`src/rtl/mem_req_queue_if.sv`:
```
// Request/response bundle between the execute-stage memory unit, the request queue and the data-cache side.
// slave: the queue's view. master: the upstream/cache environment's view.
interface mem_req_queue_if #(
    parameter int DEPTH  = 4,
    parameter int ADDR_W = 40,
    parameter int DATA_W = 64,
    parameter int TAG_W  = 8
);
    localparam int CNT_W = $clog2(DEPTH + 1);

    logic              enq_valid_i;
    logic              enq_ready_o;
    logic              enq_is_store_i;
    logic [ADDR_W-1:0] enq_addr_i;
    logic [DATA_W-1:0] enq_data_i;
    logic [3:0]        enq_op_type_i;
    logic [TAG_W-1:0]  enq_tag_i;
    logic              deq_valid_o;
    logic              deq_ready_i;
    logic              deq_is_store_o;
    logic [ADDR_W-1:0] deq_addr_o;
    logic [DATA_W-1:0] deq_data_o;
    logic [3:0]        deq_op_type_o;
    logic [TAG_W-1:0]  deq_tag_o;
    logic              done_i;
    logic              replay_i;
    logic              flush_i;
    logic              pending_o;
    logic [CNT_W-1:0]  count_o;
    logic              full_o;
    logic              empty_o;

    modport slave (
        input  enq_valid_i, enq_is_store_i, enq_addr_i, enq_data_i, enq_op_type_i, enq_tag_i,
        input  deq_ready_i, done_i, replay_i, flush_i,
        output enq_ready_o, deq_valid_o, deq_is_store_o, deq_addr_o, deq_data_o,
        output deq_op_type_o, deq_tag_o, pending_o, count_o, full_o, empty_o
    );

    modport master (
        output enq_valid_i, enq_is_store_i, enq_addr_i, enq_data_i, enq_op_type_i, enq_tag_i,
        output deq_ready_i, done_i, replay_i, flush_i,
        input  enq_ready_o, deq_valid_o, deq_is_store_o, deq_addr_o, deq_data_o,
        input  deq_op_type_o, deq_tag_o, pending_o, count_o, full_o, empty_o
    );
endinterface

```
`src/rtl/mem_req_queue.sv`:
```
// In-order memory request queue: holds the issued head until done/replay, flush drops un-issued entries.
// Define MEM_REQ_QUEUE_BYPASS_EN for a zero-latency enq->deq path when the queue is empty and idle.
module mem_req_queue #(
    parameter int DEPTH  = 4,
    parameter int ADDR_W = 40,
    parameter int DATA_W = 64,
    parameter int TAG_W  = 8
) (
    input  logic           clk_i,
    input  logic           rstn_i,
    mem_req_queue_if.slave bus
);
    localparam int PTR_W = $clog2(DEPTH);
    localparam int CNT_W = $clog2(DEPTH + 1);

    typedef enum logic {IDLE, WAIT} state_t;

    typedef struct packed {
        logic              is_store;
        logic [ADDR_W-1:0] addr;
        logic [DATA_W-1:0] data;
        logic [3:0]        op_type;
        logic [TAG_W-1:0]  tag;
    } entry_t;

    entry_t           r_mem [DEPTH];
    state_t           r_state, w_state_nxt;
    logic [PTR_W-1:0] r_head, r_tail, w_head_nxt, w_tail_nxt;
    logic [CNT_W-1:0] r_count, w_count_nxt;
    logic             r_flushed, w_flushed_nxt;
    logic             w_full, w_empty, w_enq_ready, w_push, w_pop, w_deq_valid;
    entry_t           w_enq_entry, w_deq_entry;

    assign w_full      = (r_count == CNT_W'(DEPTH));
    assign w_empty     = (r_count == '0);
    assign w_enq_ready = !w_full && !bus.flush_i;
    assign w_push      = bus.enq_valid_i && w_enq_ready;
    assign w_enq_entry = '{bus.enq_is_store_i, bus.enq_addr_i, bus.enq_data_i,
                           bus.enq_op_type_i, bus.enq_tag_i};

    always_comb begin
        w_deq_valid = 1'b0;
        w_deq_entry = r_mem[r_head];
        if (r_state == IDLE) begin
            w_deq_valid = !w_empty && !bus.flush_i;
`ifdef MEM_REQ_QUEUE_BYPASS_EN
            if (w_empty && !bus.flush_i) begin
                w_deq_valid = bus.enq_valid_i;
                w_deq_entry = w_enq_entry;
            end
`endif
        end
    end

    // Head leaves only on completion, or on replay of a request whose queue was flushed under it.
    assign w_pop = (r_state == WAIT) && (bus.done_i || (bus.replay_i && r_flushed));

    always_comb begin
        w_state_nxt   = r_state;
        w_flushed_nxt = r_flushed;
        w_head_nxt    = r_head + PTR_W'(w_pop);
        w_tail_nxt    = r_tail + PTR_W'(w_push);
        w_count_nxt   = r_count + CNT_W'(w_push) - CNT_W'(w_pop);
        case (r_state)
            IDLE: if (w_deq_valid && bus.deq_ready_i) w_state_nxt = WAIT;
            WAIT: if (bus.done_i || bus.replay_i) begin
                w_state_nxt   = IDLE;
                w_flushed_nxt = 1'b0;
            end
            default: w_state_nxt = IDLE;
        endcase
        // Flush keeps only an in-flight head that is still awaiting its response.
        if (bus.flush_i) begin
            if (r_state == WAIT && !bus.done_i && !bus.replay_i) begin
                w_count_nxt   = CNT_W'(1);
                w_tail_nxt    = r_head + PTR_W'(1);
                w_flushed_nxt = 1'b1;
            end else begin
                w_count_nxt   = '0;
                w_tail_nxt    = w_head_nxt;
                w_flushed_nxt = 1'b0;
            end
        end
    end

    always_ff @(posedge clk_i or negedge rstn_i) begin
        if (!rstn_i) begin
            r_state   <= IDLE;
            r_head    <= '0;
            r_tail    <= '0;
            r_count   <= '0;
            r_flushed <= 1'b0;
        end else begin
            r_state   <= w_state_nxt;
            r_head    <= w_head_nxt;
            r_tail    <= w_tail_nxt;
            r_count   <= w_count_nxt;
            r_flushed <= w_flushed_nxt;
        end
    end

    always_ff @(posedge clk_i) begin
        if (w_push) r_mem[r_tail] <= w_enq_entry;
    end

    assign bus.enq_ready_o    = w_enq_ready;
    assign bus.deq_valid_o    = w_deq_valid;
    assign bus.deq_is_store_o = w_deq_entry.is_store;
    assign bus.deq_addr_o     = w_deq_entry.addr;
    assign bus.deq_data_o     = w_deq_entry.data;
    assign bus.deq_op_type_o  = w_deq_entry.op_type;
    assign bus.deq_tag_o      = w_deq_entry.tag;
    assign bus.pending_o      = (r_state == WAIT);
    assign bus.count_o        = r_count;
    assign bus.full_o         = w_full;
    assign bus.empty_o        = w_empty;
endmodule
```
`src/flat_wrapper.sv`:
```
// flat-port wrapper written by rule: the top's interface ports become plain ports
module mem_req_queue_flat 
#(
    parameter int DEPTH  = 4,
    parameter int ADDR_W = 40,
    parameter int DATA_W = 64,
    parameter int TAG_W  = 8
)
  (clk_i, rstn_i, bus_enq_valid_i, bus_enq_is_store_i, bus_enq_addr_i, bus_enq_data_i, bus_enq_op_type_i, bus_enq_tag_i, bus_deq_ready_i, bus_done_i, bus_replay_i, bus_flush_i, bus_enq_ready_o, bus_deq_valid_o, bus_deq_is_store_o, bus_deq_addr_o, bus_deq_data_o, bus_deq_op_type_o, bus_deq_tag_o, bus_pending_o, bus_count_o, bus_full_o, bus_empty_o);
  mem_req_queue_if #(.DEPTH(DEPTH), .ADDR_W(ADDR_W), .DATA_W(DATA_W), .TAG_W(TAG_W)) bus_i ();
  input  logic clk_i;
  input  logic rstn_i;
  input wire logic [$bits(bus_i.enq_valid_i)-1:0] bus_enq_valid_i;
  input wire logic [$bits(bus_i.enq_is_store_i)-1:0] bus_enq_is_store_i;
  input wire logic [$bits(bus_i.enq_addr_i)-1:0] bus_enq_addr_i;
  input wire logic [$bits(bus_i.enq_data_i)-1:0] bus_enq_data_i;
  input wire logic [$bits(bus_i.enq_op_type_i)-1:0] bus_enq_op_type_i;
  input wire logic [$bits(bus_i.enq_tag_i)-1:0] bus_enq_tag_i;
  input wire logic [$bits(bus_i.deq_ready_i)-1:0] bus_deq_ready_i;
  input wire logic [$bits(bus_i.done_i)-1:0] bus_done_i;
  input wire logic [$bits(bus_i.replay_i)-1:0] bus_replay_i;
  input wire logic [$bits(bus_i.flush_i)-1:0] bus_flush_i;
  output wire logic [$bits(bus_i.enq_ready_o)-1:0] bus_enq_ready_o;
  output wire logic [$bits(bus_i.deq_valid_o)-1:0] bus_deq_valid_o;
  output wire logic [$bits(bus_i.deq_is_store_o)-1:0] bus_deq_is_store_o;
  output wire logic [$bits(bus_i.deq_addr_o)-1:0] bus_deq_addr_o;
  output wire logic [$bits(bus_i.deq_data_o)-1:0] bus_deq_data_o;
  output wire logic [$bits(bus_i.deq_op_type_o)-1:0] bus_deq_op_type_o;
  output wire logic [$bits(bus_i.deq_tag_o)-1:0] bus_deq_tag_o;
  output wire logic [$bits(bus_i.pending_o)-1:0] bus_pending_o;
  output wire logic [$bits(bus_i.count_o)-1:0] bus_count_o;
  output wire logic [$bits(bus_i.full_o)-1:0] bus_full_o;
  output wire logic [$bits(bus_i.empty_o)-1:0] bus_empty_o;
  assign bus_i.enq_valid_i = bus_enq_valid_i;
  assign bus_i.enq_is_store_i = bus_enq_is_store_i;
  assign bus_i.enq_addr_i = bus_enq_addr_i;
  assign bus_i.enq_data_i = bus_enq_data_i;
  assign bus_i.enq_op_type_i = bus_enq_op_type_i;
  assign bus_i.enq_tag_i = bus_enq_tag_i;
  assign bus_i.deq_ready_i = bus_deq_ready_i;
  assign bus_i.done_i = bus_done_i;
  assign bus_i.replay_i = bus_replay_i;
  assign bus_i.flush_i = bus_flush_i;
  assign bus_enq_ready_o = bus_i.enq_ready_o;
  assign bus_deq_valid_o = bus_i.deq_valid_o;
  assign bus_deq_is_store_o = bus_i.deq_is_store_o;
  assign bus_deq_addr_o = bus_i.deq_addr_o;
  assign bus_deq_data_o = bus_i.deq_data_o;
  assign bus_deq_op_type_o = bus_i.deq_op_type_o;
  assign bus_deq_tag_o = bus_i.deq_tag_o;
  assign bus_pending_o = bus_i.pending_o;
  assign bus_count_o = bus_i.count_o;
  assign bus_full_o = bus_i.full_o;
  assign bus_empty_o = bus_i.empty_o;
  mem_req_queue #(.DEPTH(DEPTH), .ADDR_W(ADDR_W), .DATA_W(DATA_W), .TAG_W(TAG_W)) u_core (.clk_i(clk_i), .rstn_i(rstn_i), .bus(bus_i));
endmodule
```
`config.mk`:
```
export PLATFORM = sky130hd
export DESIGN_NAME = mem_req_queue_flat
export DESIGN_NICKNAME = d
export VERILOG_FILES = /design/src/rtl/mem_req_queue_if.sv /design/src/rtl/mem_req_queue.sv /design/src/flat_wrapper.sv
export SDC_FILE = /design/constraint.sdc
export NUM_CORES = 1
export LEC_CHECK = 0
export CAP_MARGIN = 20
export CORE_ASPECT_RATIO = 1.5
export CORE_MARGIN = 8
export CORE_UTILIZATION = 40
export DETAILED_ROUTE_END_ITERATION = 8
export MAX_ROUTING_LAYER = met4
export SYNTH_ARGS = -nofsm -noshare
export SYNTH_HDL_FRONTEND = slang
export SYNTH_SLANG_ARGS = --single-unit
```
`constraint.sdc`:
```
create_clock -name clk_i -period 27.7 [get_ports clk_i]
set_clock_uncertainty 0.1 [all_clocks]
set_input_delay 6.925 -clock clk_i [delete_from_list [all_inputs] [get_ports clk_i]]
set_output_delay 6.925 -clock clk_i [all_outputs]
set_load 0.005 [all_outputs]
```
==> impl_metrics.py, run 1 <==
metrics = {
    "worst_setup_path": {
        "r2r-start": "u_core.bus.count_o[1]",
        "crit_type": "in2out",
        "r2r_cells": 6,
        "cp.required_ns": 20.67,
        "cp-end-kind": "output port",
        "path_max_fanout": 13,
        "reg2reg_setup_slack_ns": 24.27,
        "cp-startpoint": "bus_flush_i",
        "r2r-end": "u_core.r_mem[3][69]",
        "arrival_ns": 8.48,
        "crit_end": "bus_deq_valid_o",
        "startpoint_type": "input pin",
    },
    "final_layout": {
        "fin_nets": 1078,
        "final_util": 0.506,
        "multi_input_area_um2": 2950,
        "final_cell_mix": "edfxtp_1 (468), clkdlybuf4s50_1 (248), mux4_2 (117), clkbuf_16 (47), buf_4 (14)",
        "final_common_cell": "edfxtp_1",
        "area_delta_synth_final_pct": 25.7,
        "nFillCells": 3477,
        "regArea_um2": 14300,
        "drive_above_1_share": 0.204,
    },
    "route": {
        "viasPerCell": 5.03,
        "dr.pass1.iters": 4,
        "vias": 7861,
        "drt-initial-drc-count": 402,
        "wl_mm": 36.1,
        "routedWlPerCell_um": 23.1,
        "drc": 0,
        "ant_nets": 0,
    },
    "sta": {
        "hold_viol_final": 0,
        "tightest_slew_ns": 0.972,
        "finalMaxSlewViolations": 0,
        "fmax_ghz": 0.0645,
        "tns_ns": 0,
        "min_period_ns": 15.51,
        "rsz0062_at_grt": "false",
        "maxSlewHeadroom": 0.352,
        "fin_crit_sh": 0.560,
        "setup_viol": 0,
        "hold_ws_ns": 0.425,
    },
    "die": {
        "die_w_um": 187,
        "start_util": 0.403,
        "dieArea_um2": 50900,
        "placementRows": 94,
        "ioPinCount": 249,
        "die_y_um": 272,
        "coreArea_um2": 43500,
    },
    "clock_tree": {
        "cts_tree": "built",
        "hold_buffers": 0,
        "cts_buffer_depth": 3,
        "cts-root-buf": "clkbuf_16",
        "path_clk_slew_ns": 0.06,
        "cts_made_buffers": 45,
        "cts.sinks": 477,
        "cts_resized": 0,
        "clkLatencyLatePin_ns": 0.54,
        "post_cts_buffers": 0,
        "h-tree-depth": 2,
    },
    "global_routing": {
        "busiest_layer": "met2",
        "grt.total_usage": 0.146,
        "grt_max_degree": 60,
        "grt_overflow": 0,
        "grt_pass1_vias": 8577,
        "antenna_found_initial": 2,
        "use_met3": 0.0292,
        "grt_pass1_wl_mm": 54.7,
        "grtUsageMet1": 0.157,
        "use_met2": 0.266,
    },
    "power_and_ir_drop": {
        "power_frac_comb": 0.281,
        "powerDensity_nw_per_um2": 96.6,
        "power_leakage_nw": 7.02,
        "seq_power_share": 0.434,
        "ir_drop_mv": 0.0658,
        "p_sw_frac": 0.253,
        "power.total_mw": 2.13,
        "power.switching_mw": 0.540,
        "p_clk_frac": 0.285,
        "p_int_mw": 1.59,
    },
    "synthesis": {
        "yosysWarnings": 0,
        "synth_nets": 796,
        "netlist_area_um2": 17500,
        "netlist_instances": 667,
        "yosys_register_bits": 477,
        "avgSynthCellArea_um2": 26.3,
        "ys_types": 29,
        "yosysSeqAreaShare": 0.814,
    },
    "placed_design": {
        "portBuffers": 248,
        "dp_hpwl_mm": 22.3,
        "routabilityCongestion": 0.722,
    },
    "run": {
        "maxCapViolCount": 0,
    },
    "status": {
        "status": "complete, no violations",
    },
    "min_path": {
        "hold_class": "reg2reg",
    },
}
## critical path: stages
cell and delay (ns):
clkdlybuf4s50_1 0.63, nor3_1 0.36, clkdlybuf4s50_1 0.56
## through the flow
stage          std cells  setup WS, ns  instance area [um2]
3_3_place_gp        1478         12.24                20600
6_report            1563         12.19                22000
5_1_grt             1563         12.10                22000
3_5_place_dp        1478         12.17                20600
2_1_floorplan        667         11.22                17500
4_1_cts             1561         12.18                22000
## registers in the layout, indices dropped and copies added, names as in the netlist
name                  cells
u_core.r_head             2
u_core.r_flushed          1
u_core.r_tail             2
u_core.bus.pending_o      1
u_core.r_mem            468
u_core.bus.count_o        3
## logic make-up after synthesis
kind of cell    after synthesis  synth area share
flops                       477             0.814
mux                         119             0.152
buf+inv                      36            0.0186
simple gates                 21           0.00757
compound gates                6           0.00236
fa+ha+maj                     5           0.00400
xor+xnor                      3           0.00150
## worst min path at each step
stage / from / endpoint / slack, ns / cells after the start
after floorplan: u_core.r_flushed / u_core.r_flushed / 0.37 / 1
after global placement: u_core.r_flushed / u_core.r_flushed / 0.38 / 1
after detailed placement: u_core.r_flushed / u_core.r_flushed / 0.41 / 1
after CTS: u_core.r_flushed / u_core.r_flushed / 0.43 / 1
after global routing: u_core.r_flushed / u_core.r_flushed / 0.45 / 1
final: u_core.r_flushed / u_core.r_flushed / 0.42 / 1
## cells in the mapped netlist (all sizes together)
library cell | count | area [um2]
nand2 | 1 | 3.75
a21oi | 2 | 10.0
inv | 9 | 33.8
o22ai | 1 | 6.26
nor3b | 4 | 41.3
mux2 | 1 | 11.3
o22a | 1 | 8.76
o2111ai | 1 | 8.76
nor2 | 5 | 18.8
and2 | 1 | 6.26
or3b | 1 | 8.76
mux2i | 1 | 10.0
clkbuf | 2 | 7.51
mux4 | 117 | 2640
dfrtp | 9 | 225
nand3 | 1 | 5.00
xor2 | 3 | 26.3
nor2b | 1 | 6.26
nor3 | 5 | 25.0
nand4bb | 1 | 11.3
fa | 1 | 20.0
edfxtp | 468 | 14100
buf | 25 | 285
and3 | 1 | 6.26
ha | 4 | 50.1
a21o | 1 | 7.51
## routing by layer
layer  wire length [um]  up-vias
li1                   -     3450
met1              13600     4164
met2              20100      186
met3               1560       61
met4                888        0
met5                  0        -
## power by group through the flow
stage | combinational, mW | sequential (mW) | clock [mW]
2_1_floorplan | 0.344 | 0.922 | 0
3_3_place_gp | 0.620 | 0.941 | 0
3_5_place_dp | 0.618 | 0.945 | 0
4_1_cts | 0.621 | 0.930 | 0.626
5_1_grt | 0.641 | 0.936 | 0.653
6_report | 0.598 | 0.925 | 0.607
## layout make-up
| class | count | area share |
|---|---|---|
| timing repair buffer | 262 | 0.117 |
| antenna | 2 | 0.000227 |
| multi-input combinational | 154 | 0.134 |
| inverter | 9 | 0.00153 |
| sequential | 477 | 0.648 |
| clock buffer | 55 | 0.0547 |
| clock inverter | 28 | 0.0116 |
| tap | 576 | 0.0327 |
Power figures use the tool's default switching activity.
==> run 2, diff against run 1 <==
==> constraint.sdc (replaced) <==
create_clock -name clk_i -period 16.05 [get_ports clk_i]
set_clock_uncertainty 0.1 [all_clocks]
set_input_delay 4.0125 -clock clk_i [delete_from_list [all_inputs] [get_ports clk_i]]
set_output_delay 4.0125 -clock clk_i [all_outputs]
set_load 0.005 [all_outputs]
==> run 2 against run 1 <==
  * Sequential cell count unchanged
  * Power up 75%
  * Highest routed layer unchanged
  * Critical endpoint unchanged
  * Critical path type unchanged
  * Core utilization up 0.089 points
  * Routed wire length down 0.55%
  * Hold slack worse by 0.0067 ns
  * Sequential power up 73%
==> impl_metrics.py, run 2 (same netlist as run 1, synthesis figures left out) <==
metrics = {
    "clock_tree": {
        "hold_buffers": 0,
        "post_cts_buffers": 0,
        "cts-root-buf": "clkbuf_16",
        "cts.sinks": 477,
        "cts_tree": "built",
        "cts_made_buffers": 45,
        "cts_buffer_depth": 3,
        "clkLatencyLatePin_ns": 0.54,
        "cts_resized": 0,
        "h-tree-depth": 2,
        "path_clk_slew_ns": 0.06,
    },
    "global_routing": {
        "grt.total_usage": 0.143,
        "grt_max_degree": 68,
        "grt_overflow": 0,
        "antenna_found_initial": 3,
        "grt_pass1_vias": 8541,
        "grt_pass1_wl_mm": 54.2,
    },
    "sta": {
        "maxSlewHeadroom": 0.277,
        "min_period_ns": 9.68,
        "fmax_ghz": 0.103,
        "rsz0062_at_grt": "false",
        "setup_viol": 0,
        "tns_ns": 0,
        "tightest_slew_ns": 1.08,
        "fin_crit_sh": 0.603,
        "hold_viol_final": 0,
        "finalMaxSlewViolations": 0,
    },
    "placed_design": {
        "portBuffers": 248,
        "dp_hpwl_mm": 21.9,
        "routabilityCongestion": 0.723,
    },
    "worst_setup_path": {
        "reg2reg_setup_slack_ns": 12.88,
        "cp-end-kind": "output port",
        "path_max_fanout": 13,
        "arrival_ns": 5.57,
        "crit_type": "in2out",
        "cp.required_ns": 11.94,
        "startpoint_type": "input pin",
    },
    "power_and_ir_drop": {
        "power_leakage_nw": 7.03,
        "power.total_mw": 3.72,
        "ir_drop_mv": 0.0951,
        "powerDensity_nw_per_um2": 168,
    },
    "final_layout": {
        "multi_input_area_um2": 2950,
        "largest_reg_flops": 468,
        "fin_nets": 1075,
        "final_cell_mix": "edfxtp_1 (468), clkdlybuf4s50_1 (248), mux4_2 (117), clkbuf_16 (47), buf_4 (11)",
        "largest_register": "u_core.r_mem",
        "regArea_um2": 14300,
        "area_delta_synth_final_pct": 25.9,
        "final_common_cell": "edfxtp_1",
        "drive_above_1_share": 0.206,
        "nFillCells": 3495,
    },
    "die": {
        "placementRows": 94,
        "ioPinCount": 249,
        "die_y_um": 272,
        "die_w_um": 187,
        "coreArea_um2": 43500,
        "dieArea_um2": 50900,
        "start_util": 0.403,
    },
    "route": {
        "dr.pass1.iters": 4,
        "drc": 0,
        "routedWlPerCell_um": 23.0,
        "highest_layer": "met4",
        "wl_met3_mm": 1.93,
        "drt-initial-drc-count": 395,
        "wl_met1_mm": 13.6,
        "vias": 7816,
        "wl_met2_mm": 19.6,
        "viasPerCell": 5.01,
        "wl_mm": 35.9,
        "ant_nets": 0,
    },
    "status": {
        "status": "complete, no violations",
    },
    "run": {
        "maxCapViolCount": 0,
    },
    "min_path": {
        "hold_class": "reg2reg",
    },
}
-- run 2: changes by cell type in the layout (fill, tap and decap cells not counted), sizes merged --
| cell | before | now |
|---|---|---|
| bufinv | 5 | 7 |
| diode | 2 | 3 |
| clkinv | 21 | 17 |
| buf | 14 | 11 |
| inv | 10 | 11 |
-- run 2: report_power, final --
group / switching (mW) / internal, mW
logic: 0.407 / 0.619
clock network: 0.442 / 0.648
registers: 0.0879 / 1.51
-- run 2: critical path, cell delays in order --
cell	delay, ns
clkdlybuf4s50_1	0.64
nor3_1	0.35
clkdlybuf4s50_1	0.56
-- run 2: final timing paths --
check                                 startpoint                  end  cells past startpoint
min                             u_core.r_flushed     u_core.r_flushed                      1
max reg2reg                u_core.bus.count_o[1]  u_core.r_mem[2][45]                      4
min reg2reg                     u_core.r_flushed     u_core.r_flushed                      1
min in group asynchronous                 rstn_i     u_core.r_flushed                      1
max                                  bus_flush_i      bus_deq_valid_o                      3
max in group asynchronous                 rstn_i     u_core.r_head[1]                      1
-- run 2: cell type report --
type	instances	area share
flip-flops and latches	477	0.647
multi-input cells	154	0.133
repair buffers	259	0.116
clock buffers	55	0.0546
well taps	576	0.0326
clock inverters	27	0.0142
inverters	9	0.00153
diodes	3	0.000340
-- run 2: per-layer routing --
metal / vias up / GRT usage
li1: 3440 / -
met1: 4132 / 0.156
met2: 194 / 0.255
met3: 50 / 0.0347
met4: 0 / 0.0455
met5: - / -
-- run 2: stage by stage --
| stage | instance area (um2) | setup slack [ns] | hold WS [ns] | instances | util |
|---|---|---|---|---|---|
| 6_report | 22100 | 6.37 | 0.418 | 1560 | 0.507 |
| 2_1_floorplan | 17500 | 2.49 | 0.372 | 667 | - |
| 5_1_grt | 22100 | 6.26 | 0.455 | 1560 | 0.507 |
| 3_3_place_gp | 20600 | 6.43 | 0.387 | 1475 | 0.472 |
| 4_1_cts | 22100 | 6.38 | 0.413 | 1557 | 0.507 |
| 3_5_place_dp | 20600 | 6.38 | 0.399 | 1475 | 0.472 |
